### src/rtl/dic_pkg.sv
// Shared helpers for the adder tree: width arithmetic, saturation bounds and
// the per-beat mode sideband that rides alongside the data.
package dic_pkg;

  typedef struct packed {
    logic sat;
    logic rnd;
  } mode_t;

  function automatic int clog2(input int n);
    int r;
    r = 0;
    for (int i = 0; i < 31; i++)
      if ((1 << i) < n) r = i + 1;
    return r;
  endfunction

  function automatic int lvl_w(input int in_w, input int l);
    return in_w + l;
  endfunction

  function automatic longint sat_max(input int out_w);
    return (longint'(1) <<< (out_w - 1)) - 1;
  endfunction

  function automatic longint sat_min(input int out_w);
    return -(longint'(1) <<< (out_w - 1));
  endfunction

endpackage

### src/rtl/tree_add_level.sv
// One registered tree level: node j = in 2j + in 2j+1, one bit wider,
// with valid and mode sideband held whenever the enable is low.
module tree_add_level
  import dic_pkg::*;
#(
  parameter int N_NODES = 2,
  parameter int W_IN    = 8
) (
  input  logic                             clk,
  input  logic                             reset_n,
  input  logic                             en_i,
  input  logic                             vld_i,
  input  mode_t                            mode_i,
  input  logic [N_NODES-1:0][W_IN-1:0]     d_i,
  output logic                             vld_o,
  output mode_t                            mode_o,
  output logic [N_NODES/2-1:0][W_IN:0]     q_o
);
  localparam int N_OUT = N_NODES / 2;

  logic [N_OUT-1:0][W_IN:0] q_d, q_q;
  logic                     vld_q;
  mode_t                    mode_q;

  always_comb begin
    q_d = '0;
    for (int j = 0; j < N_OUT; j++)
      q_d[j] = {d_i[2*j][W_IN-1], d_i[2*j]} + {d_i[2*j+1][W_IN-1], d_i[2*j+1]};
  end

  always_ff @(posedge clk or negedge reset_n) begin
    if (!reset_n) begin
      q_q    <= '0;
      vld_q  <= 1'b0;
      mode_q <= '0;
    end else if (en_i) begin
      q_q    <= q_d;
      vld_q  <= vld_i;
      mode_q <= mode_i;
    end
  end

  assign q_o    = q_q;
  assign vld_o  = vld_q;
  assign mode_o = mode_q;

endmodule

### src/rtl/pipelined_tree_adder.sv
// Pipelined signed adder tree: masked lanes reduced one level per stage, then
// an output stage that rounds, shifts, flags overflow and optionally saturates.
module pipelined_tree_adder
  import dic_pkg::*;
#(
  parameter int NUM_IN     = 32,
  parameter int IN_W       = 36,
  parameter int OUT_W      = 16,
  parameter int FRAC_SHIFT = 16
) (
  input  logic                     clk,
  input  logic                     reset_n,
  input  logic                     in_valid,
  output logic                     in_ready,
  input  logic [NUM_IN*IN_W-1:0]   in_data,
  input  logic [NUM_IN-1:0]        in_mask,
  input  logic                     in_round,
  input  logic                     in_sat,
  output logic                     out_valid,
  input  logic                     out_ready,
  output logic [OUT_W-1:0]         out_result,
  output logic                     out_ovf
);
  localparam int LEVELS = clog2(NUM_IN);
  localparam int STAGES = LEVELS + 1;
  localparam int SW     = lvl_w(IN_W, LEVELS);
  localparam int RSH    = (FRAC_SHIFT > 0) ? FRAC_SHIFT - 1 : 0;
  localparam logic signed [SW:0] RND_C = (FRAC_SHIFT > 0) ? ((SW+1)'(1) << RSH) : '0;
  localparam logic signed [SW:0] S_MAX = (SW+1)'(sat_max(OUT_W));
  localparam logic signed [SW:0] S_MIN = (SW+1)'(sat_min(OUT_W));

  logic                           advance;
  logic [STAGES:0]                vld_pipe;
  mode_t [LEVELS:0]               mode_pipe;
  logic [NUM_IN-1:0][IN_W-1:0]    lane_m;

  logic                           out_valid_q;
  logic [OUT_W-1:0]               out_result_q, out_result_d;
  logic                           out_ovf_q, out_ovf_d;

  // Full-pipeline stall: every stage moves together or not at all.
  assign advance      = !out_valid_q || out_ready;
  assign in_ready     = advance;
  assign vld_pipe[0]  = in_valid;
  assign mode_pipe[0] = {in_sat, in_round};
  assign vld_pipe[STAGES] = out_valid_q;

  always_comb begin
    lane_m = '0;
    for (int k = 0; k < NUM_IN; k++)
      lane_m[k] = in_mask[k] ? in_data[k*IN_W +: IN_W] : '0;
  end

  for (genvar l = 1; l <= LEVELS; l++) begin : g_lvl
    logic [(NUM_IN>>l)-1:0][lvl_w(IN_W, l)-1:0] q;
    if (l == 1) begin : g_in
      tree_add_level #(.N_NODES(NUM_IN), .W_IN(IN_W)) u_lvl (
        .clk, .reset_n, .en_i(advance),
        .vld_i(vld_pipe[0]), .mode_i(mode_pipe[0]), .d_i(lane_m),
        .vld_o(vld_pipe[1]), .mode_o(mode_pipe[1]), .q_o(q)
      );
    end else begin : g_mid
      tree_add_level #(.N_NODES(NUM_IN >> (l-1)), .W_IN(lvl_w(IN_W, l-1))) u_lvl (
        .clk, .reset_n, .en_i(advance),
        .vld_i(vld_pipe[l-1]), .mode_i(mode_pipe[l-1]), .d_i(g_lvl[l-1].q),
        .vld_o(vld_pipe[l]), .mode_o(mode_pipe[l]), .q_o(q)
      );
    end
  end

  logic signed [SW-1:0] sum;
  logic signed [SW:0]   r_s, s_s;

  assign sum = $signed(g_lvl[LEVELS].q[0]);

  always_comb begin
    r_s          = {sum[SW-1], sum} + (mode_pipe[LEVELS].rnd ? RND_C : '0);
    s_s          = r_s >>> FRAC_SHIFT;
    out_ovf_d    = (s_s > S_MAX) || (s_s < S_MIN);
    out_result_d = s_s[OUT_W-1:0];
    if (mode_pipe[LEVELS].sat && out_ovf_d)
      out_result_d = s_s[SW] ? S_MIN[OUT_W-1:0] : S_MAX[OUT_W-1:0];
  end

  always_ff @(posedge clk or negedge reset_n) begin
    if (!reset_n) begin
      out_valid_q  <= 1'b0;
      out_result_q <= '0;
      out_ovf_q    <= 1'b0;
    end else if (advance) begin
      out_valid_q  <= vld_pipe[LEVELS];
      out_result_q <= out_result_d;
      out_ovf_q    <= out_ovf_d;
    end
  end

  assign out_valid  = out_valid_q;
  assign out_result = out_result_q;
  assign out_ovf    = out_ovf_q;

endmodule
### config.mk
export PLATFORM = sky130hd
export DESIGN_NAME = pipelined_tree_adder
export DESIGN_NICKNAME = d
export VERILOG_FILES = /design/src/rtl/dic_pkg.sv /design/src/rtl/tree_add_level.sv /design/src/rtl/pipelined_tree_adder.sv
export SDC_FILE = /design/constraint.sdc
export NUM_CORES = 2
export LEC_CHECK = 0
export BUFFER_PORTS_ARGS = -buffer_cell sky130_fd_sc_hd__buf_2
export CAP_MARGIN = 0
export CORE_AREA = 3 3 464 466
export DETAILED_ROUTE_END_ITERATION = 16
export DIE_AREA = 0 0 467 469
export PLACE_DENSITY_LB_ADDON = 0.08
export SYNTH_ARGS = -nofsm -noshare
export SYNTH_HDL_FRONTEND = slang
export SYNTH_SLANG_ARGS = --single-unit
### constraint.sdc
create_clock -name clk -period 8.1 [get_ports clk]
set_clock_uncertainty 0.2 [all_clocks]
set_input_delay 1.62 -clock clk [delete_from_list [all_inputs] [get_ports clk]]
set_output_delay 1.62 -clock clk [all_outputs]
set_load 0.02 [all_outputs]
==> metrics.md <==
| Metric | Value |
|---|---|
| Vias in the first global route | `90,661` |
| CP arrival | `5.79 ns` |
| Final core utilization | `0.550` |
| Number of synthesized register bits | `1,191` |
| Synth warn | `0` |
| Vias per cell | `5.70` |
| Core region area | `212,000 um2` |
| Largest net degree at the start of global routing | `239` |
| Mapped Cells | `12,621` |
| CTS tree | `done` |
| CP max stage delay | `0.84 ns` |
| Clock power frac | `0.153` |
| Grt ovf | `0` |
| Max Root-Sink Buffers | `3` |
| CP Launch Type | `input port` |
| Cell taking the most area after synthesis | `dfrtp_1` |
| Critical path buffer and inverter count | `2` |
| Register Area | `29,800 um2` |
| Sw power | `20,200 uW` |
| Crit path capture type | `register` |
| Final WL | `roughly 330,000 um` |
| Worst Hold Class | `reg -> reg` |
| Yosys top cell area share | `0.289` |
| Area of the multi-input gates | `70,300 um2` |
| Die area | `219,000 um2` |
| Initial DRC count | `6,713` |
| Fill cells | `19,948` |
| Total CTS buffers | `143` |
| Drt pass-1 iters | `6` |
| P_int | `between 20,000 and 25,000 uW` |
| Max-cap violations | `0` |
| Postcts setup bufs | `0` |
| Nets | `about 16,000` |
| R2r startpoint | `g_lvl[3].g_mid.u_lvl.q_o[117]` |
| Initial antenna violation count | `23` |
| Post-synth net total | `14,983` |
| Die Wd | `~470 um` |
| Die height | `469 um` |
| Placer Congestion | `0.963` |
| Outcome | `completed` |
| CP top delay family | `compound AO/OA/AOI/OAI gates` |
| Distinct cells, synth | `99` |
| Most frequent cells in the layout | `a21oi_1 (1,391), buf_2 (1,207), and2_1 (1,206)` |
| End of the critical path | `g_lvl[1].g_in.u_lvl.q_o[404]` |
| CP max stage cell | `a2111oi_0` |
| Post_cts resized | `0` |
| Routed Antenna Nets | `0` |
| Post-synth EDFFs | `0` |
| Worst-path fanout max | `37` |
| Worst slew pin tran | `1.15 ns` |
| DR WL/cell | `roughly 20 um` |
| Critical path class | `in -> reg` |
| Worst-path clk slew | `0.06 ns` |
| Tmin final | `5.35 ns` |
| Row count | `approximately 170` |
| Crit path from | `in_mask[20]` |
| Layout area overhead | `12.9%` |
| Switching Share | `0.464` |
| Initial cell density of the core | `0.487` |
| Layout cells sized above 1 | `0.118` |
| Total track usage | `0.293` |
| CP Data Required Time | `8.54 ns` |
| DPL Wire Length | `roughly 270,000 um` |
| Reg2reg setup slack | `3.60 ns` |
| # IOs | `1,209` |
| Pre-CTS setup slack | `roughly 2.1 ns` |
| Number of cells on the critical path | `17` |
| Via count | `94,244` |
| PD cells | `between 300 and 400 nW/um2` |
| Worst-Skew Late Latency | `around 0.79 ns` |
| # DRC | `0` |
| Unrepaired setup endpoints after global routing | `no` |
| Port Buffer Count | `1,208` |
| Top cells by area, synth | `dfrtp_1 (29%), ha_1 (14%), and2_1 (7.3%)` |
| Comb power frac | `0.590` |
| Clk Tree Root Cell | `clkbuf_16` |
| Commonest non-fill, non-tap cell in the layout | `a21oi_1` |
| Final Hold Fails | `0` |
| TNS Setup | `0 ns` |
| Clock Sinks | `approximately 1,200` |
| Hold_buf cts | `0` |
| FF-to-FF End | `g_lvl[4].g_mid.u_lvl.q_o[74]` |
| Sequential fraction of the synthesis area | `0.289` |
| Fmax | `about 190 MHz` |
| Fraction of registers with async set/reset | `1.00` |
| Fin worst setup slack | `2.75 ns` |
| Main synth FF type | `dfrtp_1` |
| Static leakage | `0.0562 uW` |
| H-tree lvl count | `4` |
| IR drop worst, VDD | `0.000252 V` |
| Path depth of the worst reg2reg path | `15` |
| Sequential power share | `0.257` |
| Syn_area_per_cell | `slightly above 8 um2` |
| Setup violators final | `0` |
| First-pass GRT wire length | `514,000 um` |
| Slew Viols, Final | `0` |
| Cells along the critical path | `buf_2 -> and2_1 -> ha_1 -> inv_1 -> fa_1 -> nor2b_1 -> o21a_1 -> o21ai_1 -> a21oi_1 -> a2111oi_0 -> o21ai_1 -> a221o_1 -> a2111oi_2 -> o21bai_1 -> a21oi_1 -> nor2b_1 -> o31ai_1` |
| Min-Delay Startpoint | `g_lvl[5].g_mid.u_lvl.vld_o` |
| Final worst-path cycle share | `0.660` |
| Rel. slew slack | `0.232` |
| Synth Cell Area | `103,000 um2` |
==> metrics by stage <==
stage / total power (uW) / instances / hold WS (ns) / area (um2)
floorplan: 29200 / 12621 / 0.230 / 103000
global placement: 36000 / 16253 / 0.242 / 112000
detailed placement: 36500 / 16253 / 0.248 / 112000
global route: 47100 / 16516 / 0.284 / 116000
CTS: 43500 / 16511 / 0.262 / 116000
finish: 43400 / 16522 / 0.259 / 116000
==> registers in the layout, indices dropped and copies added, names as in the netlist <==
register / cells
g_lvl.g_mid.u_lvl.q_o: 566
g_lvl.g_mid.u_lvl.mode_o: 8
out_valid: 1
g_lvl.g_mid.u_lvl.vld_o: 4
g_lvl.g_in.u_lvl.q_o: 592
g_lvl.g_in.u_lvl.vld_o: 1
out_result: 16
g_lvl.g_in.u_lvl.mode_o: 2
out_ovf: 1
==> per-layer routing <==
layer	track usage	up-vias	share of wire
li1	-	46568	-
met1	0.420	45039	0.47
met2	0.477	2333	0.46
met3	0.0321	292	0.048
met4	0.0570	12	0.018
met5	0	-	0.00022
==> area by class of cell <==
type	count	share of cell area
timing repair buffer	1244	0.0560
clock buffer	191	0.0350
inverter	353	0.0114
clock inverter	67	0.00678
antenna	11	0.000236
multi-input combinational	10644	0.604
sequential	1191	0.256
tap	2821	0.0303
==> how the worst min path moves through the flow <==
stage / slack (ns) / to / cells past startpoint
floorplan: 0.23 / g_lvl[5].g_mid.u_lvl.vld_o / 2
global placement: 0.24 / g_lvl[5].g_mid.u_lvl.vld_o / 2
detailed placement: 0.25 / g_lvl[5].g_mid.u_lvl.vld_o / 2
CTS: 0.26 / g_lvl[5].g_mid.u_lvl.vld_o / 2
global route: 0.28 / g_lvl[5].g_mid.u_lvl.vld_o / 2
finish: 0.26 / g_lvl[5].g_mid.u_lvl.vld_o / 2
==> logic make-up (layout without fill, tap and decap cells) <==
group,Yosys count,count (layout),synth area share
fa+ha+maj,1172,1172,0.144
flops,1191,1191,0.289
mux,18,18,0.00191
compound gates,3968,3968,0.238
other cells,0,11,0
buf+inv,786,1855,0.0287
xor+xnor,917,917,0.0779
simple gates,4569,4569,0.220
==> cell usage after synthesis (106+ instances only) <==
| cell type | n |
|---|---|
| clkbuf_1 | 409 |
| o31ai_1 | 123 |
| and2_1 | 1206 |
| ha_1 | 1142 |
| dfrtp_1 | 1191 |
| inv_1 | 352 |
| o21bai_1 | 141 |
| a31oi_1 | 106 |
| nor2b_1 | 157 |
| nand2_1 | 1143 |
| nor2_1 | 1133 |
| xor2_1 | 480 |
| nand3_1 | 224 |
| a21o_1 | 545 |
| o21ai_0 | 908 |
| nor3_1 | 154 |
| nand2b_1 | 177 |
| a21oi_1 | 1391 |
| a211oi_1 | 121 |
| xnor2_1 | 437 |
| o21a_1 | 157 |
==> worst reg2reg max path: cells and delay by family, from the launching register on <==
kind | cells | cell delay [ns]
AO/OA/AOI/OAI | 10 | 2.65
XOR/XNOR | 1 | 0.16
adder cells (fa/ha/maj) | 2 | 0.67
buffers and inverters | 1 | 0.07
flip-flops | 1 | 0.42
AND/OR/NAND/NOR | 1 | 0.17
==> power groups by stage <==
stage / Clock, uW / Combinational (uW) / Sequential, uW
2_1_floorplan: 0 / 19200 / 10000
3_3_place_gp: 0 / 24800 / 11200
3_5_place_dp: 0 / 25300 / 11200
4_1_cts: 6810 / 25500 / 11200
5_1_grt: 7030 / 28700 / 11400
6_report: 6650 / 25600 / 11200
Note: power is estimated with default switching activity, not from simulation.
